**src/rtl/shifter_pkg.sv**
```systemverilog
// Shared opcode definitions for the pipelined barrel shifter.
package shifter_pkg;

    // Opcode encoding seen on in_op; codes from OP_RESERVED upward are pass-through.
    typedef enum logic [2:0] {
        SLL = 3'b000,
        SRL = 3'b001,
        SRA = 3'b010,
        ROL = 3'b011,
        ROR = 3'b100
    } shift_op_t;

    // Lowest reserved opcode: data passes through untouched with carry 0.
    localparam logic [2:0] OP_RESERVED = 3'b101;

endpackage

```
**src/rtl/shift_stage.sv**
```systemverilog
// One pipeline stage: optional shift/rotate by a fixed DISTANCE, carry tracking,
// and the valid/data/carry register that follows it.
module shift_stage
    import shifter_pkg::*;
#(
    parameter int unsigned WIDTH    = 16,
    parameter int unsigned DISTANCE = 1
) (
    input  logic             clk,
    input  logic             rst,
    input  logic             en_i,
    input  logic             valid_i,
    input  logic [WIDTH-1:0] data_i,
    input  logic             carry_i,
    input  logic [2:0]       op_i,
    input  logic             sel_i,
    output logic             valid_o,
    output logic [WIDTH-1:0] data_o,
    output logic             carry_o
);

    logic             valid_q;
    logic [WIDTH-1:0] data_q,  data_d;
    logic             carry_q, carry_d;

    // Shift by DISTANCE when this stage's amount bit is set. Carry is only
    // rewritten by an active stage, so after the last stage it holds the
    // final bit shifted out (or the rotate result bit), and 0 for amt=0.
    always_comb begin
        data_d  = data_i;
        carry_d = carry_i;
        if (sel_i && (op_i < OP_RESERVED)) begin
            case (op_i)
                SLL: begin
                    data_d  = data_i << DISTANCE;
                    carry_d = data_i[WIDTH-DISTANCE];
                end
                SRL: begin
                    data_d  = data_i >> DISTANCE;
                    carry_d = data_i[DISTANCE-1];
                end
                SRA: begin
                    data_d  = {{DISTANCE{data_i[WIDTH-1]}}, data_i[WIDTH-1:DISTANCE]};
                    carry_d = data_i[DISTANCE-1];
                end
                ROL: begin
                    data_d  = {data_i[WIDTH-1-DISTANCE:0], data_i[WIDTH-1:WIDTH-DISTANCE]};
                    carry_d = data_i[WIDTH-DISTANCE];
                end
                ROR: begin
                    data_d  = {data_i[DISTANCE-1:0], data_i[WIDTH-1:DISTANCE]};
                    carry_d = data_i[DISTANCE-1];
                end
                default: begin
                    data_d  = data_i;
                    carry_d = carry_i;
                end
            endcase
        end
    end

    // Stage register; holds whenever the pipeline is stalled.
    always_ff @(posedge clk) begin
        if (rst) begin
            valid_q <= 1'b0;
            data_q  <= '0;
            carry_q <= 1'b0;
        end else if (en_i) begin
            valid_q <= valid_i;
            data_q  <= data_d;
            carry_q <= carry_d;
        end
    end

    assign valid_o = valid_q;
    assign data_o  = data_q;
    assign carry_o = carry_q;

endmodule

```
**src/rtl/pipelined_shifter.sv**
```systemverilog
// LOG2W-stage pipelined barrel shifter/rotator with valid/ready handshake.
// Stage k shifts by 2^(LOG2W-1-k); the whole pipeline advances in lock-step.
module pipelined_shifter
    import shifter_pkg::*;
#(
    parameter int unsigned WIDTH = 16,
    parameter int unsigned LOG2W = $clog2(WIDTH)
) (
    input  logic             clk,
    input  logic             rst,
    input  logic             in_valid,
    output logic             in_ready,
    input  logic [WIDTH-1:0] in_data,
    input  logic [LOG2W-1:0] in_amt,
    input  logic [2:0]       in_op,
    output logic             out_valid,
    input  logic             out_ready,
    output logic [WIDTH-1:0] out_data,
    output logic             out_carry,
    output logic             out_zero
);

    if ((WIDTH < 4) || ((WIDTH & (WIDTH - 1)) != 0)) begin : g_bad_width
        $error("pipelined_shifter: WIDTH must be a power of two >= 4");
    end

    logic             v_s [LOG2W];
    logic [WIDTH-1:0] d_s [LOG2W];
    logic             c_s [LOG2W];

    for (genvar k = 0; k < LOG2W; k++) begin : g_stage
        // Amount bits still to be consumed: this stage uses the MSB.
        localparam int unsigned AW = LOG2W - k;

        logic [AW-1:0]    amt_in;
        logic [2:0]       op_in;
        logic             v_in;
        logic [WIDTH-1:0] d_in;
        logic             c_in;

        if (k == 0) begin : g_first
            assign amt_in = in_amt;
            assign op_in  = in_op;
            assign v_in   = in_valid;
            assign d_in   = in_data;
            assign c_in   = 1'b0;
        end else begin : g_next
            assign amt_in = g_stage[k-1].g_ctrl.amt_q;
            assign op_in  = g_stage[k-1].g_ctrl.op_q;
            assign v_in   = v_s[k-1];
            assign d_in   = d_s[k-1];
            assign c_in   = c_s[k-1];
        end

        shift_stage #(
            .WIDTH    (WIDTH),
            .DISTANCE (1 << (AW - 1))
        ) u_stage (
            .clk     (clk),
            .rst     (rst),
            .en_i    (in_ready),
            .valid_i (v_in),
            .data_i  (d_in),
            .carry_i (c_in),
            .op_i    (op_in),
            .sel_i   (amt_in[AW-1]),
            .valid_o (v_s[k]),
            .data_o  (d_s[k]),
            .carry_o (c_s[k])
        );

        // Control travelling with the data; only the not-yet-used amount
        // bits are kept, and the last stage needs none.
        if (k < LOG2W - 1) begin : g_ctrl
            logic [AW-2:0] amt_q;
            logic [2:0]    op_q;

            // Control register for the next stage, stalled with the data.
            always_ff @(posedge clk) begin
                if (rst) begin
                    amt_q <= '0;
                    op_q  <= '0;
                end else if (in_ready) begin
                    amt_q <= amt_in[AW-2:0];
                    op_q  <= op_in;
                end
            end
        end
    end

    assign out_valid = v_s[LOG2W-1];
    assign out_data  = d_s[LOG2W-1];
    assign out_carry = c_s[LOG2W-1];
    // Gated by valid so the flag reads 0 after reset and on bubbles.
    assign out_zero  = v_s[LOG2W-1] && (d_s[LOG2W-1] == '0);
    assign in_ready  = out_ready || !out_valid;

endmodule

```
**config.mk**
```make
export PLATFORM = sky130hd
export DESIGN_NAME = pipelined_shifter
export DESIGN_NICKNAME = d
export VERILOG_FILES = /design/src/rtl/shifter_pkg.sv /design/src/rtl/shift_stage.sv /design/src/rtl/pipelined_shifter.sv
export SDC_FILE = /design/constraint.sdc
export NUM_CORES = 1
export LEC_CHECK = 0
export BUFFER_PORTS_ARGS = -buffer_cell sky130_fd_sc_hd__buf_2
export CELL_PAD_IN_SITES_DETAIL_PLACEMENT = 0
export CELL_PAD_IN_SITES_GLOBAL_PLACEMENT = 1
export CORE_UTILIZATION = 45
export DETAILED_ROUTE_END_ITERATION = 6
export HOLD_SLACK_MARGIN = 0.02
export PLACE_DENSITY = 0.83
export REMOVE_ABC_BUFFERS = 1
export SLEW_MARGIN = 30
export SYNTH_ARGS = -nofsm -noshare
export SYNTH_HDL_FRONTEND = slang
export SYNTH_SLANG_ARGS = --single-unit
```
**constraint.sdc**
```tcl
create_clock -name clk -period 2.3 [get_ports clk]
set_input_delay 0.23 -clock clk [delete_from_list [all_inputs] [get_ports clk]]
set_output_delay 0.23 -clock clk [all_outputs]
set_load 0.03 [all_outputs]
```
==> results of run 1 <==
==> cell usage in the layout (no fill, tap or decap), types with 8 or more instances in the layout <==
| cell | n |
|---|---|
| a2111oi_0 | 11 |
| a211o_1 | 8 |
| a211oi_1 | 12 |
| a21o_1 | 10 |
| a21oi_1 | 55 |
| a22o_1 | 11 |
| a311oi_1 | 11 |
| a31oi_1 | 23 |
| and3_1 | 8 |
| buf_2 | 46 |
| buf_4 | 24 |
| clkbuf_16 | 9 |
| dfxtp_1 | 87 |
| inv_1 | 20 |
| mux2_2 | 12 |
| mux2i_1 | 34 |
| nand2_1 | 83 |
| nand3_1 | 12 |
| nor2_1 | 53 |
| nor2b_1 | 8 |
| nor3_1 | 10 |
| o21ai_0 | 40 |
| o221ai_1 | 9 |
| o22ai_1 | 14 |
| or3_1 | 8 |
==> per-layer routing <==
metal / up-vias / track usage [%]
met5: - / 0
met1: 2578 / 35.2
met3: 28 / 3.38
met4: 0 / 12.2
met2: 221 / 41.9
li1: 2648 / -
==> final cells by class <==
class                   count  area (µm²)
inverters                  21        78.8
well taps                 143         179
clock buffers               9         225
clock inverters             7        56.3
repair buffers             71         430
fillers                  1124        5510
flip-flops and latches     87        1740
multi-input cells         520        3340
==> state kept, by name, summed over array words and instances (netlist names) <==
signal	cells
g_stage.g_ctrl.amt_q	6
g_stage.u_stage.carry_o	4
g_stage.g_ctrl.op_q	9
g_stage.u_stage.data_o	64
g_stage.u_stage.valid_o	4
==> tightest hold or removal path, cell delays in order <==
cell and delay, ns:
buf_2 0.10, nand2_1 0.04, a21oi_1 0.05
==> logic make-up (layout without fill, tap and decap cells) <==
family / after synthesis / count (layout) / synth area share [%]
AO/OA/AOI/OAI: 257 / 257 / 32.7
adder cells (fa/ha/maj): 7 / 7 / 1.29
multiplexers: 46 / 46 / 8.76
AND/OR/NAND/NOR: 206 / 206 / 17.6
XOR/XNOR: 4 / 4 / 1.13
buffers and inverters: 87 / 108 / 6.43
flip-flops: 87 / 87 / 32.1
==> per-stage QoR <==
stage | cell area, µm² | setup WS, ns
after floorplan | 5160 | -1.87
after global placement | 5770 | 0.487
after detailed placement | 5770 | 0.413
after CTS | 6050 | 0.351
after global routing | 6050 | 0.106
final | 6050 | 0.317
==> power by group <==
part	leakage, nW	internal [mW]	total [mW]	switching (mW)
Combinational	1.52	0.305	0.692	0.387
Clock	0.136	0.743	1.39	0.652
Sequential	0.717	1.61	1.77	0.166
Total	2.38	2.66	3.86	1.20
==> worst paths after layout <==
path | from | end | slack, ns | cells after the start
max | g_stage[1].g_ctrl.op_q[1] | g_stage[2].u_stage.carry_o | 0.32 | 4
min | in_amt[0] | g_stage[0].g_ctrl.amt_q[0] | 0.11 | 3
max reg2reg | g_stage[1].g_ctrl.op_q[1] | g_stage[2].u_stage.carry_o | 0.32 | 4
min reg2reg | g_stage[0].u_stage.valid_o | g_stage[0].u_stage.valid_o | 0.45 | 2
==> results.py, run 1 <==
metrics = {
    "outcome": {
        "status": "finished, violations left",
        "violations": "DRC",
    },
    "timing": {
        "drv_slew": 0,
        "whs_ns": 0.114,
        "slew_headroom_pct": 48.3,
        "hold_viol": 0,
        "setup_viol": 0,
        "fin_crit_sh_pct": 86.2,
        "post-route-min-period_ns": 1.98,
        "tightestPinTransition_ns": 0.774,
        "rsz0062_at_grt": "false",
        "clock-skew-final_ns": 0.0104,
        "fmax_mhz": 504,
        "tns_ns": 0,
    },
    "setup_path": {
        "cp.required_ns": 2.59,
        "cp-end-kind": "flop",
        "critical_path_class": "reg2reg",
        "crit_family": "compound AO/OA/AOI/OAI gates",
        "start_kind": "flop",
        "worstPathArrival_ns": 2.28,
        "critical_path.cell_chain": "o21ai_1, a21oi_1, a2111oi_0, a21o_1",
        "slowest_stage": "a2111oi_0",
        "worst-path-max-fanout": 14,
        "critPathBufInv": 0,
        "slowest_delay_ns": 0.65,
    },
    "detailed_routing": {
        "drc": 2,
        "wl_per_cell_um": 18.5,
        "routed_wl_um": 15900,
        "drtIter0Drc": 597,
        "postRouteAntennaNets": 0,
        "wl_met3_um": 942,
        "highest_layer": "met4",
        "drtPass1Iterations": 7,
        "wl_met2_um": 7350,
        "met1_length_um": 7270,
        "dr_total_vias": 5475,
        "detail_route.vias_per_cell": 6.38,
    },
    "synth": {
        "ys_ff_latch": 87,
        "ys.flop_type": "dfxtp_1",
        "synthTopCellsByArea": "dfxtp_1, mux2i_1, nand2_1",
        "async_reset_ff_share_pct": 0,
        "yosysMostFrequentCell": "dfxtp_1",
        "synth_area_um2": 5430,
        "yosysUniqueCellTypes": 61,
        "synth-edff-count": 0,
        "synth_top_area_share_pct": 32.1,
        "synth_area_leader_cell": "dfxtp_1",
        "yosysWarnings": 0,
        "synth_cells": 694,
        "seq_area_frac_synth_pct": 32.1,
        "synth_common_cells": "dfxtp_1, nand2_1, a21oi_1, nor2_1, clkbuf_1",
        "avgSynthCellArea_um2": 7.82,
    },
    "place": {
        "portBuffers": 46,
        "place_inst": 842,
        "hpwlAfterDp_um": 10900,
        "routabilityCongestion": 0.885,
    },
    "global_routing": {
        "grt_pass1_vias": 5042,
        "antenna_found_initial": 0,
        "grtUsageTotal_pct": 26.2,
        "grt_start_max_net_pins": 90,
        "grt_pass1_wl_um": 26400,
        "grt_overflow": 0,
    },
    "die": {
        "core_um2": 11600,
        "start_util_pct": 46.9,
        "die_area_um2": 12500,
        "die_y_um": 112,
        "pin_count": 47,
        "die_w_um": 112,
        "fp-row-count": 39,
    },
    "power": {
        "p_leak_nw": 2.38,
        "power_density_nw_per_um2": 638,
        "fin_total_pwr_mw": 3.86,
        "irDropWorstVdd_mv": 0.366,
    },
    "clocking": {
        "ctsHoldBuffers": 0,
        "cts-root-buf": "clkbuf_16",
        "worstSkewPairLatency_ns": 0.35,
        "clock-sinks": 87,
        "cts-htree-levels": 3,
        "cts_tree": "done",
        "clockBufferDepth": 2,
        "numCtsBuffers": 9,
        "cts_resized": 0,
        "postCtsSetupRepairBufs": 0,
        "cts.clk_slew.worst_paths_ns": 0.07,
    },
    "cells_and_area": {
        "final_cells": 858,
        "fin_util_pct": 52.4,
        "antenna_cells": 0,
        "nNetsFinal": 737,
        "drive_gt1_share_pct": 15.8,
        "synthToLayoutAreaGrowth_pct": 11.6,
    },
    "min_path": {
        "hold_path_class": "in2reg",
    },
    "job": {
        "max-cap-violations": 0,
    },
}
Note: power is estimated with default switching activity, not from simulation.
==> inputs of run 2 (changes only) <==
Settings changed: CORE_UTILIZATION 45 to 42, PLACE_DENSITY 0.83 to 0.79, SYNTH_HIERARCHICAL set to 1.
Clock period 2.3 ns to 1.6 ns, I/O delays scaled along.
==> run 2 against run 1 <==
Effect of this change: the flow finishes with violations (DRC, setup timing); hold slack worse by 0.062 ns; global-route usage is 3.5 points lower; sequential power is 46% higher; register-to-register slack worse by 0.25 ns; total power is 56% higher; core utilization is 2.9 points lower.
==> results.py, run 2 <==
metrics = {
    "outcome": {
        "status": "finished, violations left",
        "violations": "DRC, setup timing",
    },
    "synth": {
        "yosysUniqueCellTypes": 63,
        "synth_area_leader_cell": "dfxtp_1",
        "yosysWarnings": 6,
        "yosysMostFrequentCell": "dfxtp_1",
        "async_reset_ff_share_pct": 0,
        "synth_cells": 685,
        "ys.flop_type": "dfxtp_1",
        "avgSynthCellArea_um2": 8.64,
        "synth_top_area_share_pct": 29.4,
        "ys_ff_latch": 87,
        "synth-edff-count": 0,
        "synth_area_um2": 5920,
        "seq_area_frac_synth_pct": 29.4,
        "synthTopCellsByArea": "dfxtp_1, o21a_1, a31oi_1",
        "synth_common_cells": "dfxtp_1, a31oi_1, o21a_1, nand2_1",
    },
    "place": {
        "portBuffers": 46,
        "place_inst": 894,
        "post_dp_cell_area_um2": 6450,
        "routabilityCongestion": 0.903,
        "hpwlAfterDp_um": 11400,
        "post-place-ws_ns": -0.0703,
    },
    "timing": {
        "setup_viol": 1,
        "fmax_mhz": 579,
        "rsz0062_at_grt": "true",
        "post-route-min-period_ns": 1.73,
        "timing.final.ws_setup_ns": -0.128,
        "whs_ns": 0.0520,
        "tns_ns": -0.128,
        "drv_slew": 0,
        "clock-skew-final_ns": 0.00928,
        "fin_crit_sh_pct": 108,
        "hold_viol": 0,
    },
    "global_routing": {
        "antenna_found_initial": 0,
        "grt_overflow": 0,
        "grt_start_max_net_pins": 73,
        "grt_pass1_vias": 5370,
        "grtUsageTotal_pct": 22.7,
        "grt_pass1_wl_um": 26600,
    },
    "setup_path": {
        "critPathBufInv": 1,
        "start_kind": "flop",
        "critical_path_class": "reg2out",
        "slowest_delay_ns": 0.35,
        "critical_path.cell_chain": "nor4_4, nand4_1, nor4b_2, buf_4",
        "worstPathArrival_ns": 1.57,
        "crit_family": "simple AND/OR/NAND/NOR gates",
        "worst-path-max-fanout": 3,
        "cp-end-kind": "primary output",
        "slowest_stage": "dfxtp_2",
        "cp.required_ns": 1.44,
    },
    "detailed_routing": {
        "routed_wl_um": 16000,
        "drtPass1Iterations": 7,
        "wl_per_cell_um": 17.6,
        "drc": 2,
        "postRouteAntennaNets": 0,
        "dr_total_vias": 5530,
        "drtIter0Drc": 469,
        "detail_route.vias_per_cell": 6.08,
    },
    "cells_and_area": {
        "fin_area_um2": 6840,
        "synthToLayoutAreaGrowth_pct": 15.5,
        "multi_input_area_um2": 3830,
        "final_cells": 909,
        "layout.cells.most_common": "dfxtp_1",
        "largest_reg_flops": 64,
        "seq_area_um2": 1750,
        "final_cell_mix": "dfxtp_1, a31oi_1, o21a_1, buf_2, buf_4",
        "fin_util_pct": 49.5,
        "antenna_cells": 0,
        "fillers": 1315,
        "nNetsFinal": 752,
        "drive_gt1_share_pct": 28.0,
    },
    "clocking": {
        "cts_tree": "done",
        "cts-root-buf": "clkbuf_16",
        "worstSkewPairLatency_ns": 0.35,
        "numCtsBuffers": 9,
        "cts.clk_slew.worst_paths_ns": 0.07,
        "cts-htree-levels": 3,
        "clockBufferDepth": 2,
        "clock-sinks": 87,
        "postCtsSetupRepairBufs": 0,
        "ctsHoldBuffers": 0,
    },
    "die": {
        "die_w_um": 121,
        "fp-row-count": 43,
        "die_y_um": 121,
        "core_um2": 13800,
        "pin_count": 47,
        "die_area_um2": 14600,
        "start_util_pct": 42.8,
    },
    "power": {
        "power_density_nw_per_um2": 882,
        "fin_total_pwr_mw": 6.03,
        "irDropWorstVdd_mv": 0.506,
        "p_leak_nw": 2.54,
    },
    "min_path": {
        "hold_path_class": "in2reg",
    },
    "job": {
        "max-cap-violations": 0,
    },
}
run 2: changes by cell type after synthesis, sizes merged, moves of 23 or more:
cell / before / now
o21a: 3 / 45
nand2: 83 / 49
nand2b: 1 / 35
mux2: 12 / 38
a31oi: 23 / 46
mux2i: 34 / 5
o221ai: 9 / 38
run 2: what timing repair did:
action	in CTS	in global routing
pin swaps	2	1
setup endpoints to repair	17	29
resized for setup	15	8
run 2: final timing paths:
check	cells past startpoint	endpoint	from	slack, ns
setup / recovery	4	out_zero	g_stage[3].u_stage/data_o[10]	-0.13
hold / removal	3	g_stage[0].u_stage/valid_o	in_valid	0.05
setup reg to reg	5	g_stage[1].u_stage/data_o[12]	g_stage[0].g_ctrl.op_q[2]	0.07
hold reg to reg	2	g_stage[1].g_ctrl.amt_q[0]	g_stage[0].g_ctrl.amt_q[0]	0.46
run 2: layout make-up:
type / instances / share of cell area, %
Clock buffer: 11 / 3.55
Clock inverter: 4 / 1.02
Sequential cell: 87 / 25.6
Timing Repair Buffer: 94 / 9.77
Inverter: 10 / 0.658
Tap cell: 180 / 3.29
Multi-Input combinational cell: 523 / 56.1
run 2: logic make-up (layout without fill, tap and decap cells):
group | after synthesis | after routing | synth area share (%)
AO/OA/AOI/OAI | 282 | 282 | 34.6
XOR/XNOR | 4 | 4 | 1.10
buffers and inverters | 77 | 119 | 7.04
flip-flops | 87 | 87 | 29.4
multiplexers | 43 | 43 | 9.28
other | 1 | 3 | 0.0633
AND/OR/NAND/NOR | 191 | 191 | 18.5
run 2: tightest hold or removal path, stage by stage:
cell and delay (ns):
buf_2 0.07, mux2i_1 0.06, nor2_1 0.07
run 2: routing by layer:
| layer | vias to the layer above | wire (µm) | track usage, % | part of all wire, % |
|---|---|---|---|---|
| li1 | 2711 | - | - | - |
| met1 | 2605 | 7090 | 27.6 | 44 |
| met2 | 180 | 7830 | 39.2 | 49 |
| met3 | 34 | 686 | 3.02 | 4.3 |
| met4 | 0 | 398 | 11.0 | 2.5 |
| met5 | - | 0 | 0 | 0 |
run 2: power breakdown:
group | internal [mW] | switching [mW] | total [mW]
Combinational | 0.577 | 0.598 | 1.18
Clock | 1.40 | 0.869 | 2.27
Sequential | 2.34 | 0.256 | 2.59
